<file path="src/rtl/morse_player_if.sv">
// Digit handoff between the upstream sequencer (master) and the Morse keyer (slave).
interface morse_player_if;
  logic       start;
  logic [4:0] code;
  logic       tone;
  logic       busy;
  logic       done;
  logic [2:0] sym_idx;

  modport master (output start, code, input tone, busy, done, sym_idx);
  modport slave  (input start, code, output tone, busy, done, sym_idx);
endinterface

</file>
<file path="src/rtl/morse_player.sv">
// Morse keyer: latches a 5-symbol code (bit 4 first, 1 = dot) and keys it out
// on tone with 1/3-unit marks, 1-unit gaps and a 3-unit tail, then pulses done.
module morse_player #(
  parameter int UNIT_CYCLES = 12_500_000
) (
  input logic           clk,
  input logic           reset,
  morse_player_if.slave bus
);
  localparam int CW = $clog2(3 * UNIT_CYCLES + 1);
  localparam logic [CW-1:0] ONE_END   = CW'(UNIT_CYCLES - 1);
  localparam logic [CW-1:0] THREE_END = CW'(3 * UNIT_CYCLES - 1);

  typedef enum logic [1:0] {IDLE, MARK, GAP, TAIL} state_e;

  state_e        state_q, state_d;
  logic [CW-1:0] cnt_q, cnt_d;
  logic [4:0]    sh_q, sh_d;
  logic [2:0]    idx_q, idx_d;
  logic          tone_q, tone_d;
  logic          busy_q, busy_d;
  logic          done_q, done_d;

  always_comb begin
    state_d = state_q;
    cnt_d   = cnt_q + 1'b1;
    sh_d    = sh_q;
    idx_d   = idx_q;
    done_d  = 1'b0;
    case (state_q)
      IDLE: begin
        cnt_d = '0;
        if (bus.start) begin
          state_d = MARK;
          sh_d    = bus.code;
          idx_d   = 3'd0;
        end
      end
      MARK: begin
        // current symbol is always the MSB of the shift register
        if (cnt_q == (sh_q[4] ? ONE_END : THREE_END)) begin
          cnt_d   = '0;
          state_d = (idx_q == 3'd4) ? TAIL : GAP;
        end
      end
      GAP: begin
        if (cnt_q == ONE_END) begin
          cnt_d   = '0;
          state_d = MARK;
          sh_d    = {sh_q[3:0], 1'b0};
          idx_d   = idx_q + 3'd1;
        end
      end
      TAIL: begin
        if (cnt_q == THREE_END) begin
          cnt_d   = '0;
          state_d = IDLE;
          idx_d   = 3'd0;
          done_d  = 1'b1;
        end
      end
      default: state_d = IDLE;
    endcase
    // outputs registered from the next state so they line up with it
    tone_d = (state_d == MARK);
    busy_d = (state_d != IDLE);
  end

  always_ff @(posedge clk) begin
    if (reset) begin
      state_q <= IDLE;
      cnt_q   <= '0;
      sh_q    <= '0;
      idx_q   <= '0;
      tone_q  <= 1'b0;
      busy_q  <= 1'b0;
      done_q  <= 1'b0;
    end else begin
      state_q <= state_d;
      cnt_q   <= cnt_d;
      sh_q    <= sh_d;
      idx_q   <= idx_d;
      tone_q  <= tone_d;
      busy_q  <= busy_d;
      done_q  <= done_d;
    end
  end

  assign bus.tone    = tone_q;
  assign bus.busy    = busy_q;
  assign bus.done    = done_q;
  assign bus.sym_idx = idx_q;
endmodule

</file>
<file path="src/flat_wrapper.sv">
// flat-port wrapper written by rule: the top's interface ports become plain ports
module morse_player_flat 
#(
  parameter int UNIT_CYCLES = 12_500_000
)
  (clk, reset, bus_start, bus_code, bus_tone, bus_busy, bus_done, bus_sym_idx);
  morse_player_if bus_i ();
  input logic clk;
  input logic reset;
  input wire logic [$bits(bus_i.start)-1:0] bus_start;
  input wire logic [$bits(bus_i.code)-1:0] bus_code;
  output wire logic [$bits(bus_i.tone)-1:0] bus_tone;
  output wire logic [$bits(bus_i.busy)-1:0] bus_busy;
  output wire logic [$bits(bus_i.done)-1:0] bus_done;
  output wire logic [$bits(bus_i.sym_idx)-1:0] bus_sym_idx;
  assign bus_i.start = bus_start;
  assign bus_i.code = bus_code;
  assign bus_tone = bus_i.tone;
  assign bus_busy = bus_i.busy;
  assign bus_done = bus_i.done;
  assign bus_sym_idx = bus_i.sym_idx;
  morse_player #(.UNIT_CYCLES(UNIT_CYCLES)) u_core (.clk(clk), .reset(reset), .bus(bus_i));
endmodule
</file>
<file path="config.mk">
export PLATFORM = sky130hd
export DESIGN_NAME = morse_player_flat
export DESIGN_NICKNAME = d
export VERILOG_FILES = /design/src/rtl/morse_player_if.sv /design/src/rtl/morse_player.sv /design/src/flat_wrapper.sv
export SDC_FILE = /design/constraint.sdc
export NUM_CORES = 1
export LEC_CHECK = 0
export ABC_CLOCK_PERIOD_IN_PS = 7010
export CORE_MARGIN = 3
export CORE_UTILIZATION = 50
export CTS_BUF_LIST = sky130_fd_sc_hd__clkbuf_16
export DETAILED_ROUTE_END_ITERATION = 10
export HOLD_SLACK_MARGIN = 0.1
export PLACE_DENSITY = 0.72
export RECOVER_POWER = 50
export SYNTH_ARGS = -nofsm -noshare
export SYNTH_HDL_FRONTEND = slang
export SYNTH_SLANG_ARGS = --single-unit
</file>
<file path="constraint.sdc">
create_clock -name clk -period 7.01 [get_ports clk]
set_input_delay 0.701 -clock clk [delete_from_list [all_inputs] [get_ports clk]]
set_output_delay 0.701 -clock clk [all_outputs]
set_load 0.02 [all_outputs]
</file>
==> results.json, run 1 <==
{
  "yosysTopAreaCell": "dfxtp_1",
  "syn_nets": 240,
  "crit_path_end_kind": "register",
  "setup_viol": 0,
  "cp-start-kind": "register",
  "die-area_um2": 4646,
  "syn_avg_cell_area_um2": 8.436,
  "synth_area_um2": 1932,
  "die_y_um": 68.16,
  "viasPerCell": 5.693,
  "clock_latency_ns": 0.28,
  "antenna_found_initial": 0,
  "maxSlewHeadroom_pct": 22.49,
  "power_frac_clock_pct": 45.8,
  "maxSlewViolCount": 0,
  "drtPass1Iterations": 4,
  "grt_pass1_wl_um": 6513,
  "yosysSeqAreaShare_pct": 40.41,
  "htreeDepth": 2,
  "remaining_drc_errors": 0,
  "syn_inst": 229,
  "worstSetupPathType": "reg2reg",
  "path_max_fanout": 26,
  "p_sw_share_pct": 20.89,
  "core.rowCount": 21,
  "die_w_um": 68.16,
  "drv_cap": 0,
  "hp-class": "reg2reg",
  "io-pin-count": 14,
  "yosys-top-cells-count": "dfxtp_1, nor2_1, nand2_1, nand3_1, xor2_1",
  "ys_ff_latch": 39,
  "rsz0062_at_grt": "no",
  "yosys_most_used_dff": "dfxtp_1",
  "cts_tree": "done",
  "arrival_ns": 3.08,
  "fin_crit_sh_pct": 42.14,
  "portBuffers": 13,
  "max_freq_mhz": 338.5,
  "fin_worst_hold_slack_ns": 0.4564,
  "final.setup.worst_slack_ns": 4.056,
  "drive_above_1_share_pct": 3.320,
  "skew_ns": 0.002947,
  "p_sw_mw": 0.09580,
  "drt_iter0_drc": 70,
  "num_antenna_cells": 0,
  "post_cts_resized": 0,
  "cts_buffers": 5,
  "power_mw": 0.4586,
  "synth.distinct_cells": 40,
  "area_growth_pct": 13.86,
  "async_reset_ff_share_pct": 0,
  "tightest_slew_ns": 1.152,
  "grt_usage_pct": 18.72,
  "clk_pin_slew_worst_paths_ns": 0.05,
  "setup_tns_ns": 0,
  "cts_root_buf": "clkbuf_16",
  "avgRoutedWirePerCell_um": 13.36,
  "cts_buffer_depth": 2,
  "grt_max_degree": 27,
  "seq_power_share_pct": 49.7,
  "antenna_left": 0,
  "postPlaceCellArea_um2": 2073,
  "synth_top_area_share_pct": 40.41,
  "routabilityCongestion": 0.8426,
  "synth_edf_count": 0,
  "ys_top_cells_by_area": "dfxtp_1, nor2_1, xor2_1",
  "required_ns": 7.14,
  "grt-ovfl-total": 0,
  "peakVddDrop_mv": 0.1162,
  "combPwrFrac_pct": 4.4,
  "initial_utilization_pct": 54.87,
  "core_um2": 3521,
  "cts_hold_buf": 0,
  "place_ws_ns": 4.002,
  "status": "finished, final reports clean",
  "min_period_ns": 2.954,
  "finalHoldViolCount": 0,
  "fin_area_um2": 2200,
  "yosysWarnings": 0,
  "cts_setup_buffers": 0,
  "place_hpwl_um": 2695,
  "fillers": 345,
  "p_leak_nw": 0.7652,
  "p_int_mw": 0.3628,
  "layout.nets": 251,
  "numClockSinks": 39,
  "yosysMostFrequentCell": "dfxtp_1",
  "routed-via-count": 1634,
  "grt_pass1_vias": 1496,
  "p_per_area_nw_per_um2": 208.5,
  "drt-total-wl_um": 3835
}
[state kept, by name, summed over array words and instances, names as in the netlist]
register and cells:
u_core.state_q 2, u_core.sh_q 5, u_core.bus.tone 1, u_core.cnt_q 26, u_core.bus.busy 1, u_core.bus.sym_idx 3, u_core.bus.done 1
[power groups by stage]
stage / logic (mW) / clock network, mW / registers (mW)
2_1_floorplan: 0.0117 / 0 / 0.233
3_3_place_gp: 0.0205 / 0 / 0.233
3_5_place_dp: 0.0206 / 0 / 0.233
4_1_cts: 0.0207 / 0.215 / 0.228
5_1_grt: 0.0229 / 0.224 / 0.228
6_report: 0.0202 / 0.210 / 0.228
[cell families (layout without fill, tap and decap cells)]
| group | Yosys count | count (layout) | synth area share [%] |
|---|---|---|---|
| compound gates | 19 | 19 | 8.290 |
| simple gates | 122 | 122 | 33.16 |
| buf+inv | 21 | 33 | 4.728 |
| mux | 1 | 1 | 0.5829 |
| flops | 39 | 39 | 40.41 |
| xor+xnor | 24 | 24 | 10.88 |
| fa+ha+maj | 3 | 3 | 1.943 |
[cell type report]
cell class | instances | area [um2] | area share (%)
well taps | 46 | 57.56 | 2.617
repair buffers | 13 | 130.1 | 5.916
flip-flops and latches | 39 | 780.7 | 35.49
inverters | 12 | 45.04 | 2.048
clock buffers | 5 | 125.1 | 5.688
multi-input cells | 169 | 1050 | 47.72
clock inverters | 3 | 11.26 | 0.5119
[path summary, 6_finish.rpt]
kind                            slack (ns)                         end                  startpoint  depth (start not counted)
worst min-delay path                  0.46  u_core.cnt_q[0]$_SDFF_PP0_  u_core.cnt_q[0]$_SDFF_PP0_                          1
worst max register to register        4.06  u_core.cnt_q[2]$_SDFF_PP0_  u_core.cnt_q[0]$_SDFF_PP0_                          6
worst max-delay path                  4.06  u_core.cnt_q[2]$_SDFF_PP0_  u_core.cnt_q[0]$_SDFF_PP0_                          6
worst min register to register        0.46  u_core.cnt_q[0]$_SDFF_PP0_  u_core.cnt_q[0]$_SDFF_PP0_                          1
[through the flow]
step	instances	util [%]
detailed placement	279	58.88
floorplan	229	-
global route	287	62.47
global placement	279	58.88
CTS	287	62.76
finish	287	62.47
[critical path, stage by stage (launching register included)]
cell      delay [ns]
dfxtp_1         0.36
ha_1            0.24
nand4_1         0.16
or4b_1          0.65
a211oi_1        0.42
o32a_1          0.86
nor2_1          0.11
[layer usage]
layer | vias to the layer above | global-route usage, % | share of wire (%)
li1 | 835 | - | -
met1 | 761 | 22.75 | 47
met2 | 29 | 30.08 | 47
met3 | 9 | 4.105 | 4.0
met4 | 0 | 11.17 | 2.3
met5 | - | 0 | 0
[placed cells by master (no fill, tap or decap), drive strengths merged, types with 5 or more instances in the layout]
cell type and count:
nand2 18, clkdlybuf4s50 7, nand4 12, dlygate4sd3 6, nor2 38, xnor2 8
inv 13, dfxtp 39, xor2 16, clkbuf 5, nand3 18, a311oi 5
Note: power is estimated with default switching activity, not from simulation.
==> run 2: changes to the inputs <==
--- a/config.mk
+++ b/config.mk
@@ -5,13 +5,13 @@
 export SDC_FILE = /design/constraint.sdc
 export NUM_CORES = 1
 export LEC_CHECK = 0
-export ABC_CLOCK_PERIOD_IN_PS = 7010
+export ABC_CLOCK_PERIOD_IN_PS = 2600
 export CORE_MARGIN = 3
 export CORE_UTILIZATION = 50
 export CTS_BUF_LIST = sky130_fd_sc_hd__clkbuf_16
 export DETAILED_ROUTE_END_ITERATION = 10
 export HOLD_SLACK_MARGIN = 0.1
-export PLACE_DENSITY = 0.72
+export PLACE_DENSITY = 0.74
 export RECOVER_POWER = 50
 export SYNTH_ARGS = -nofsm -noshare
 export SYNTH_HDL_FRONTEND = slang
==> constraint.sdc (replaced) <==
create_clock -name clk -period 2.6 [get_ports clk]
set_input_delay 0.26 -clock clk [delete_from_list [all_inputs] [get_ports clk]]
set_output_delay 0.26 -clock clk [all_outputs]
set_load 0.02 [all_outputs]
==> results.json, run 2 (synthesis results as in run 1) <==
{
  "die-area_um2": 4646,
  "required_ns": 2.77,
  "fin_crit_sh_pct": 94.61,
  "drv_cap": 0,
  "htreeDepth": 2,
  "grt_max_degree": 27,
  "grt_usage_pct": 19.25,
  "clk_pin_slew_worst_paths_ns": 0.05,
  "routed-via-count": 1661,
  "die_w_um": 68.16,
  "post_cts_resized": 0,
  "status": "finished, final reports clean",
  "drive_above_1_share_pct": 5.668,
  "drtPass1Iterations": 4,
  "largest_reg_flops": 26,
  "fin_worst_hold_slack_ns": 0.4819,
  "die_y_um": 68.16,
  "portBuffers": 13,
  "initial_utilization_pct": 54.87,
  "skew_ns": 0.004365,
  "core.rowCount": 21,
  "place_hpwl_um": 2738,
  "final_core_util_pct": 64.11,
  "grt_pass1_vias": 1556,
  "rsz0062_at_grt": "no",
  "maxSlewHeadroom_pct": 49.09,
  "p_per_area_nw_per_um2": 545.6,
  "path_max_fanout": 26,
  "grt-ovfl-total": 0,
  "cts_setup_buffers": 0,
  "cts_buffer_depth": 2,
  "final_common_cell": "dfxtp_1",
  "min_period_ns": 2.460,
  "routabilityCongestion": 0.8911,
  "viasPerCell": 5.669,
  "cts_tree": "done",
  "drt-total-wl_um": 3851,
  "antenna_left": 0,
  "antenna_found_initial": 0,
  "max_freq_mhz": 406.5,
  "worstSetupPathType": "reg2reg",
  "io-pin-count": 14,
  "layout.nets": 257,
  "area_growth_pct": 16.84,
  "clock_latency_ns": 0.28,
  "arrival_ns": 2.63,
  "p_leak_nw": 0.7988,
  "ff2ff_setup_slack_ns": 0.14,
  "setup_tns_ns": 0,
  "remaining_drc_errors": 0,
  "cts_buffers": 5,
  "avgRoutedWirePerCell_um": 13.14,
  "peakVddDrop_mv": 0.4423,
  "tightest_slew_ns": 0.7531,
  "maxSlewViolCount": 0,
  "setup_viol": 0,
  "core_um2": 3521,
  "hp-class": "reg2reg",
  "finalHoldViolCount": 0,
  "regMostFlops": "u_core.cnt_q",
  "cts_hold_buf": 0,
  "crit_path_end_kind": "register",
  "cp-start-kind": "register",
  "numClockSinks": 39,
  "cts_root_buf": "clkbuf_16",
  "grt_pass1_wl_um": 6727,
  "num_antenna_cells": 0,
  "drt_iter0_drc": 106,
  "final_cell_mix": "dfxtp_1, nor2_1, nand3_1, nand2_1, xor2_1"
}
run 2: metal layers:
| metal | share of wire (%) | up-vias | GRT usage [%] |
|---|---|---|---|
| li1 | - | 846 | - |
| met1 | 45 | 764 | 21.91 |
| met2 | 47 | 39 | 33.09 |
| met3 | 4.9 | 12 | 4.926 |
| met4 | 2.9 | 0 | 9.677 |
| met5 | 0 | - | 0 |
run 2: worst max-delay path, stage by stage, from the launching register on:
cell	delay, ns
dfxtp_1	0.37
ha_1	0.24
nand4_1	0.16
or4b_1	0.58
buf_4	0.18
a211oi_1	0.32
o32a_1	0.25
buf_12	0.17
nor2_1	0.06
run 2: path summary, 6_finish.rpt:
| path | depth (start not counted) | endpoint | from |
|---|---|---|---|
| max | 8 | u_core.cnt_q[14]$_SDFF_PP0_ | u_core.cnt_q[0]$_SDFF_PP0_ |
| min | 1 | u_core.cnt_q[0]$_SDFF_PP0_ | u_core.cnt_q[0]$_SDFF_PP0_ |
| max reg2reg | 8 | u_core.cnt_q[14]$_SDFF_PP0_ | u_core.cnt_q[0]$_SDFF_PP0_ |
| min reg2reg | 1 | u_core.cnt_q[0]$_SDFF_PP0_ | u_core.cnt_q[0]$_SDFF_PP0_ |
run 2: final cells by class:
type	instances	area (um2)
Tap cell	46	57.56
Timing Repair Buffer	19	183.9
Sequential cell	39	780.7
Clock inverter	3	11.26
Inverter	12	45.04
Multi-Input combinational cell	169	1054
Fill cell	338	1264
Clock buffer	5	125.1
run 2: per-stage QoR:
| stage | instance area (um2) | power (mW) | cells | setup slack, ns |
|---|---|---|---|---|
| 6_report | 2257 | 1.232 | 293 | 0.1402 |
| 5_1_grt | 2257 | 1.281 | 293 | 0.03421 |
| 4_1_cts | 2267 | 1.249 | 293 | 0.1457 |
| 3_5_place_dp | 2131 | 0.6869 | 285 | 0.1634 |
| 3_3_place_gp | 2131 | 0.6865 | 285 | 0.2171 |
| 2_1_floorplan | 1932 | 0.6607 | 229 | 0.1769 |
run 2: where the power goes:
| group | switching, mW | internal, mW |
|---|---|---|
| clock | 0.214 | 0.344 |
| combinational | 0.0304 | 0.0280 |
| sequential | 0.00631 | 0.609 |
| total | 0.250 | 0.981 |
==> run 3: changes to the inputs <==
--- a/config.mk
+++ b/config.mk
@@ -13,6 +13,7 @@
 export HOLD_SLACK_MARGIN = 0.1
 export PLACE_DENSITY = 0.74
 export RECOVER_POWER = 50
+export SKIP_CTS_REPAIR_TIMING = 1
 export SYNTH_ARGS = -nofsm -noshare
 export SYNTH_HDL_FRONTEND = slang
 export SYNTH_SLANG_ARGS = --single-unit
==> results of run 3 <==
Final layout, timing and power as in run 2 (identical DEF).
